--- config.mk ---
export PLATFORM = sky130hd
export DESIGN_NAME = fsm_ok_run_monitor
export DESIGN_NICKNAME = d
export VERILOG_FILES = /design/src/rtl/fsm_ok_run_monitor.sv
export SDC_FILE = /design/constraint.sdc
export NUM_CORES = 1
export LEC_CHECK = 0
export ABC_AREA = 0
export CAP_MARGIN = 20
export CORE_MARGIN = 4
export CORE_UTILIZATION = 30
export DETAILED_ROUTE_END_ITERATION = 10
export MAX_ROUTING_LAYER = met4
export PLACE_DENSITY_LB_ADDON = 0.25
export SLEW_MARGIN = 30
export SYNTH_ARGS = -nofsm -noshare
export SYNTH_HDL_FRONTEND = slang
export SYNTH_SLANG_ARGS = --single-unit
export TNS_END_PERCENT = 50
--- constraint.sdc ---
create_clock -name clk -period 4.1 [get_ports clk]
set_input_delay 1.23 -clock clk [delete_from_list [all_inputs] [get_ports clk]]
set_output_delay 1.23 -clock clk [all_outputs]
set_load 0.005 [all_outputs]
--- src/rtl/fsm_ok_run_monitor.sv ---
// Run monitor for the sequence-detector ok flag.
// Pulses on run start, measures runs, reports them on a valid/ready slot.
module fsm_ok_run_monitor #(
  parameter int CNT_W   = 8,
  parameter int EVT_W   = 16,
  parameter int MIN_RUN = 2
) (
  input  logic             clk,
  input  logic             rst,
  input  logic             i_ok,
  input  logic             i_clr,
  input  logic             i_ready,
  output logic             o_rise,
  output logic             o_busy,
  output logic             o_valid,
  output logic [CNT_W-1:0] o_run_len,
  output logic [EVT_W-1:0] o_evt_cnt,
  output logic [7:0]       o_drop_cnt
);

  typedef enum logic {
    IDLE = 1'b0,
    RUN  = 1'b1
  } state_t;

  localparam logic [CNT_W-1:0] CNT_MAX = {CNT_W{1'b1}};
  localparam logic [CNT_W-1:0] MIN_LEN = CNT_W'(MIN_RUN);

  state_t           state_q;
  logic [CNT_W-1:0] run_cnt_q;

  logic end_run;
  logic qualify;
  logic xfer;
  logic load;
  logic drop;

  // End-of-run qualification and slot arbitration.
  always_comb begin
    end_run = (state_q == RUN) && !i_ok;
    qualify = end_run && (run_cnt_q >= MIN_LEN);
    xfer    = o_valid && i_ready;
    load    = qualify && (!o_valid || i_ready);
    drop    = qualify && !load;
  end

  assign o_busy = (state_q == RUN);

  // Run FSM, report slot and statistics counters.
  always_ff @(posedge clk) begin
    if (rst) begin
      state_q    <= IDLE;
      run_cnt_q  <= '0;
      o_rise     <= 1'b0;
      o_valid    <= 1'b0;
      o_run_len  <= '0;
      o_evt_cnt  <= '0;
      o_drop_cnt <= '0;
    end else begin
      o_rise <= 1'b0;
      unique case (state_q)
        IDLE: begin
          if (i_ok) begin
            state_q   <= RUN;
            run_cnt_q <= CNT_W'(1);
            o_rise    <= 1'b1;
          end
        end
        RUN: begin
          if (i_ok) begin
            if (run_cnt_q != CNT_MAX)
              run_cnt_q <= run_cnt_q + 1'b1;
          end else begin
            state_q <= IDLE;
          end
        end
        default: state_q <= IDLE;
      endcase

      if (load) begin
        o_valid   <= 1'b1;
        o_run_len <= run_cnt_q;
      end else if (xfer) begin
        o_valid <= 1'b0;
      end

      if (i_clr) begin
        o_evt_cnt  <= '0;
        o_drop_cnt <= '0;
      end else begin
        if (load)
          o_evt_cnt <= o_evt_cnt + 1'b1;
        if (drop && (o_drop_cnt != 8'hFF))
          o_drop_cnt <= o_drop_cnt + 1'b1;
      end
    end
  end

endmodule

==> results.toml, run 1 <==
[placed_design]
place_congestion = 0.806
port_buffers = 39
dpl.hpwl_um = 3360
placed_cell_area_um2 = 2460
dp_slack_ns = 0.752
placed_cells = 340

[finish]
drive_gt1_share_pct = 6.27
fin_nets = 279
final.fill_count = 657
final_cells = 348
fin_util_pct = 39.2
antenna_cells = 0
area_growth_pct = 23.8
final_area_um2 = 2550

[routing]
vias_per_cell = 5.33
wl_um = 4660
drc = 0
num_vias = 1854
detail-route-antenna-nets = 0
drt_first_pass_iters = 4
drt_iter0_markers = 105
wl_per_cell_um = 13.4

[floorplan]
ios = 40
fp.dieH_um = 90.8
num_rows = 29
core-area_um2 = 6490
die_x_um = 90.8
start_util_pct = 31.7
die-area_um2 = 8250

[synth]
synth_edf_count = 0
yosys-top-cells-area = "dfxtp_1, a21oi_1, or4_1, nand3_1, o31ai_1"
syn_area_per_cell_um2 = 8.64
ys_seq_elements = 43
syn-num-nets = 247
async_reset_ff_share_pct = 0
synthesis.area_um2 = 2060
synth.distinct_cells = 45
synth_top_area_cell = "dfxtp_1"
ys.flop_type = "dfxtp_1"
ys_warn_count = 0
seq_area_frac_synth_pct = 41.8
syn_inst = 238
synth_top_area_share_pct = 41.8

[critical_path]
worst-setup-path-type = "primary input to flop"
rr_worst_depth = 4
endpoint_kind = "flop"
cp_max_fo = 13
cp_slowest_cell = "clkdlybuf4s50_1"
critical_path.cell_chain = "clkdlybuf4s50_1 -> nor2b_4 -> o2111ai_2 -> or4_1 -> a21oi_1"
critPathBufInv = 1
worstPathRequired_ns = 4.32
arrival_ns = 3.26
crit_family = "simple AND/OR/NAND/NOR gates"
path_depth = 5
slowest_delay_ns = 0.59
critPathLaunchType = "primary input"
reg2reg_slack_ns = 1.98

[timing]
hold_viol = 0
fin_skew_ns = 0.00739
finalCritPeriodShare_pct = 74.2
grt_setup_unrepaired = "false"
relSlewSlack_pct = 57.8
clock.fmax_mhz = 329
worst_pin_slew_ns = 0.630
setup_tns_ns = 0
slew_violations = 0
min_period_ns = 3.04
timing.final.ws_setup_ns = 1.06
setup_viol = 0

[pwr]
ir_drop_mv = 0.182
p_per_area_nw_per_um2 = 284
p_leak_nw = 0.743

[clock_network]
hold_buffers = 0
clock_path_buffers = 2
postCtsSetupRepairBufs = 0
path_clk_slew_ns = 0.08
cts.sinks = 43
htree_levels = 2
clock-root-buffer = "clkbuf_8"
cts_tree = "built"
clock_latency_ns = 0.29
cts_buffers = 5
cts_resized = 0

[status]
status = "complete, no violations"

[global_routing]
grt_pass1_vias = 1628
grt.total_usage_pct = 12.0
grt_max_degree = 22
antenna_found_initial = 0
grt_pass1_wl_um = 7980
globalRouteOverflowTotal = 0

[hold_path]
hold_path_depth = 2
min_path_type = "flop to flop"

[job]
drv_cap = 0
-- state kept, by name, indices dropped and copies added, names as in the netlist --
register / cells
o_evt_cnt: 16
o_busy: 1
run_cnt_q: 8
o_run_len: 8
o_drop_cnt: 8
o_rise: 1
o_valid: 1
-- Yosys cell counts (3+ instances only) --
library cell,n
a21oi_1,30
buf_2,3
buf_4,3
clkbuf_1,6
dfxtp_1,43
ha_1,4
inv_1,8
mux2i_1,3
nand2_1,21
nand3_1,18
nand4_1,6
nor2_1,13
nor3_1,3
o21ai_0,9
o31ai_1,11
o41ai_1,3
or3_1,7
or4_1,13
-- worst reg2reg max path, delay by kind of cell, from the launching register on --
kind / cells / cell delay [ns]
and+or+nand+nor: 3 / 1.48
DFF: 1 / 0.42
AOI/OAI and AO/OA: 1 / 0.15
-- layout by cell type (no fill, tap or decap), types with 2 or more instances in the layout --
master           count
ha_1                 4
clkbuf_8             5
mux2i_1              3
a31oi_1              2
nor2_1              13
or3_1                7
nand4_1              6
inv_1                8
nor3_1               3
clkdlybuf4s50_1     39
and3_1               2
and2_1               2
o31ai_1             11
nand2_1             21
dfxtp_1             43
o21ai_0              9
or2_2                2
a21oi_1             30
or4_1               13
o41ai_1              3
nand3_1             18
o21ai_1              2
or4_4                2
-- metrics by stage --
step,hold WS (ns),power (mW)
CTS,0.459,0.731
floorplan,0.453,0.456
detailed placement,0.448,0.467
global route,0.483,0.753
finish,0.455,0.722
global placement,0.453,0.467
-- logic make-up after synthesis --
group                    after synthesis  synth area share, %
adder cells (fa/ha/maj)                4                 2.43
AND/OR/NAND/NOR                       96                 25.7
AO/OA/AOI/OAI                         68                 22.3
multiplexers                           3                 1.46
flip-flops                            43                 41.8
XOR/XNOR                               2                0.852
buffers and inverters                 22                 5.47
-- area by class of cell --
| type | count | area (µm²) | area share, % |
|---|---|---|---|
| repair buffers | 39 | 390 | 15.3 |
| clock inverters | 2 | 12.5 | 0.491 |
| multi-input cells | 173 | 1080 | 42.6 |
| clock buffers | 6 | 72.6 | 2.85 |
| well taps | 77 | 96.3 | 3.78 |
| inverters | 8 | 30.0 | 1.18 |
| flip-flops and latches | 43 | 861 | 33.8 |
-- where the power goes --
group / internal [mW] / leakage, nW / switching, mW
Sequential: 0.420 / 0.347 / 0.00374
Clock: 0.119 / 0.0412 / 0.146
Combinational: 0.0129 / 0.354 / 0.0201
Total: 0.552 / 0.743 / 0.170
-- per-layer routing --
metal / global-route usage, % / vias to the layer above / routed length [µm]
li1: - / 958 / -
met1: 15.1 / 851 / 2240
met2: 19.2 / 41 / 2170
met3: 3.33 / 4 / 193
met4: 3.02 / 0 / 48
met5: - / - / 0
-- worst paths after layout --
check,startpoint,endpoint
max reg2reg,o_evt_cnt[3],o_evt_cnt[11]
min reg2reg,o_run_len[7],o_run_len[7]
max,i_ok,o_evt_cnt[12]
min,o_run_len[7],o_run_len[7]
No activity file was read; power rests on OpenSTA's default activity.
==> inputs of run 2 (changes only) <==
==> constraint.sdc (replaced) <==
create_clock -name clk -period 2.65 [get_ports clk]
set_input_delay 0.795 -clock clk [delete_from_list [all_inputs] [get_ports clk]]
set_output_delay 0.795 -clock clk [all_outputs]
set_load 0.005 [all_outputs]
==> results.toml, run 2 (same netlist as run 1, synthesis figures left out) <==
[hold_path]
min_path_type = "flop to flop"
whs_endpoint = "o_run_len[4]"
hold_path_depth = 2
hp-start = "o_run_len[4]"

[floorplan]
core-area_um2 = 6490
ios = 40
die_x_um = 90.8
fp.dieH_um = 90.8
die-area_um2 = 8250
num_rows = 29
start_util_pct = 31.7

[critical_path]
arrival_ns = 2.46
worstPathRequired_ns = 2.87
reg2reg_slack_ns = 0.60
r2r-start = "run_cnt_q[0]"
critPathLaunchType = "primary input"
cp_max_fo = 10
worstReg2RegEnd = "o_evt_cnt[2]"
worst-setup-path-type = "primary input to flop"
rr_worst_depth = 7
endpoint_kind = "flop"

[routing]
wl_um = 4660
num_vias = 1852
drc = 0
drt_iter0_markers = 66
drt_first_pass_iters = 4
wl_per_cell_um = 13.1
detail-route-antenna-nets = 0
vias_per_cell = 5.22

[clock_network]
cts_resized = 0
htree_levels = 2
clock-root-buffer = "clkbuf_8"
clock_latency_ns = 0.29
cts.sinks = 43
path_clk_slew_ns = 0.08
cts_tree = "built"
hold_buffers = 0
cts_buffers = 5
postCtsSetupRepairBufs = 0
clock_path_buffers = 2

[finish]
final_cells = 355
final-seq-area_um2 = 861
multiInputGateArea_um2 = 1080
drive_gt1_share_pct = 8.27
final.fill_count = 666
area_growth_pct = 26.2
regMostFlops = "o_evt_cnt"
fin_nets = 286
layout_common_cells = "dfxtp_1, clkdlybuf4s50_1, a21oi_1, nand2_1, nand3_1"
mostFrequentLayoutCell = "dfxtp_1"
antenna_cells = 0
final_area_um2 = 2590
largest_register_ffs = 16
fin_util_pct = 40.0

[timing]
relSlewSlack_pct = 60.0
setup_tns_ns = 0
min_period_ns = 2.24
finalCritPeriodShare_pct = 84.4
hold_viol = 0
clock.fmax_mhz = 447
worst_pin_slew_ns = 0.598
setup_viol = 0
slew_violations = 0
fin_skew_ns = 0.00630
grt_setup_unrepaired = "false"

[global_routing]
antenna_found_initial = 0
grt_max_degree = 21
grt_pass1_wl_um = 7820
globalRouteOverflowTotal = 0
grt_pass1_vias = 1638
grt.total_usage_pct = 11.7

[placed_design]
port_buffers = 39
dpl.hpwl_um = 3420
placed_cells = 347
place_congestion = 0.763
placed_cell_area_um2 = 2510

[pwr]
p_leak_nw = 0.776
power_mw = 1.11
p_per_area_nw_per_um2 = 429
ir_drop_mv = 0.282

[status]
status = "complete, no violations"

[job]
drv_cap = 0
## run 2: changes by cell type in the layout (fill, tap and decap cells not counted)
cell and change:
clkbuf_1 +1, clkinvlp_4 -1, buf_4 +7
## run 2: critical path, cell delays in order
cell,delay [ns]
clkdlybuf4s50_1,0.49
nand2b_1,0.21
o2111ai_2,0.28
or4_1,0.54
a21oi_1,0.15
## run 2: how the worst max path moves through the flow
| stage | from | end | slack, ns |
|---|---|---|---|
| 2_1_floorplan | i_ok | o_drop_cnt[4] | 0.60 |
| 3_3_place_gp | i_ok | o_evt_cnt[12] | 0.15 |
| 3_5_place_dp | i_ready | o_evt_cnt[12] | 0.09 |
| 4_1_cts | i_ready | o_evt_cnt[12] | 0.39 |
| 5_1_grt | i_ready | o_evt_cnt[4] | 0.26 |
| 6_report | i_ready | o_evt_cnt[12] | 0.41 |
## run 2: final cells by class
| cell class | instances | area share (%) |
|---|---|---|
| multi-input cells | 173 | 41.8 |
| flip-flops and latches | 43 | 33.2 |
| repair buffers | 46 | 17.1 |
| well taps | 77 | 3.71 |
| clock buffers | 7 | 2.94 |
| inverters | 8 | 1.16 |
| clock inverters | 1 | 0.193 |
## run 2: routing by layer
metal / global-route usage, % / up-vias / wire length, µm / part of all wire (%)
met4: 3.39 / 0 / 51 / 1.1
met5: - / - / 0 / 0
met3: 2.92 / 5 / 217 / 4.7
met2: 18.0 / 38 / 2060 / 44
met1: 15.2 / 842 / 2330 / 50
li1: - / 967 / - / -
## run 2: report_power, final
| part | internal (mW) | leakage, nW | switching (mW) | total (mW) |
|---|---|---|---|---|
| clock network | 0.185 | 0.0422 | 0.217 | 0.402 |
| registers | 0.650 | 0.347 | 0.00531 | 0.655 |
| logic | 0.0237 | 0.386 | 0.0322 | 0.0559 |
| total | 0.859 | 0.776 | 0.255 | 1.11 |
## run 2: stage by stage
| stage | setup WS [ns] | hold slack [ns] |
|---|---|---|
| after floorplan | 0.600 | 0.453 |
| after global placement | 0.154 | 0.448 |
| after detailed placement | 0.0903 | 0.445 |
| after CTS | 0.387 | 0.456 |
| after global routing | 0.258 | 0.486 |
| final | 0.412 | 0.456 |
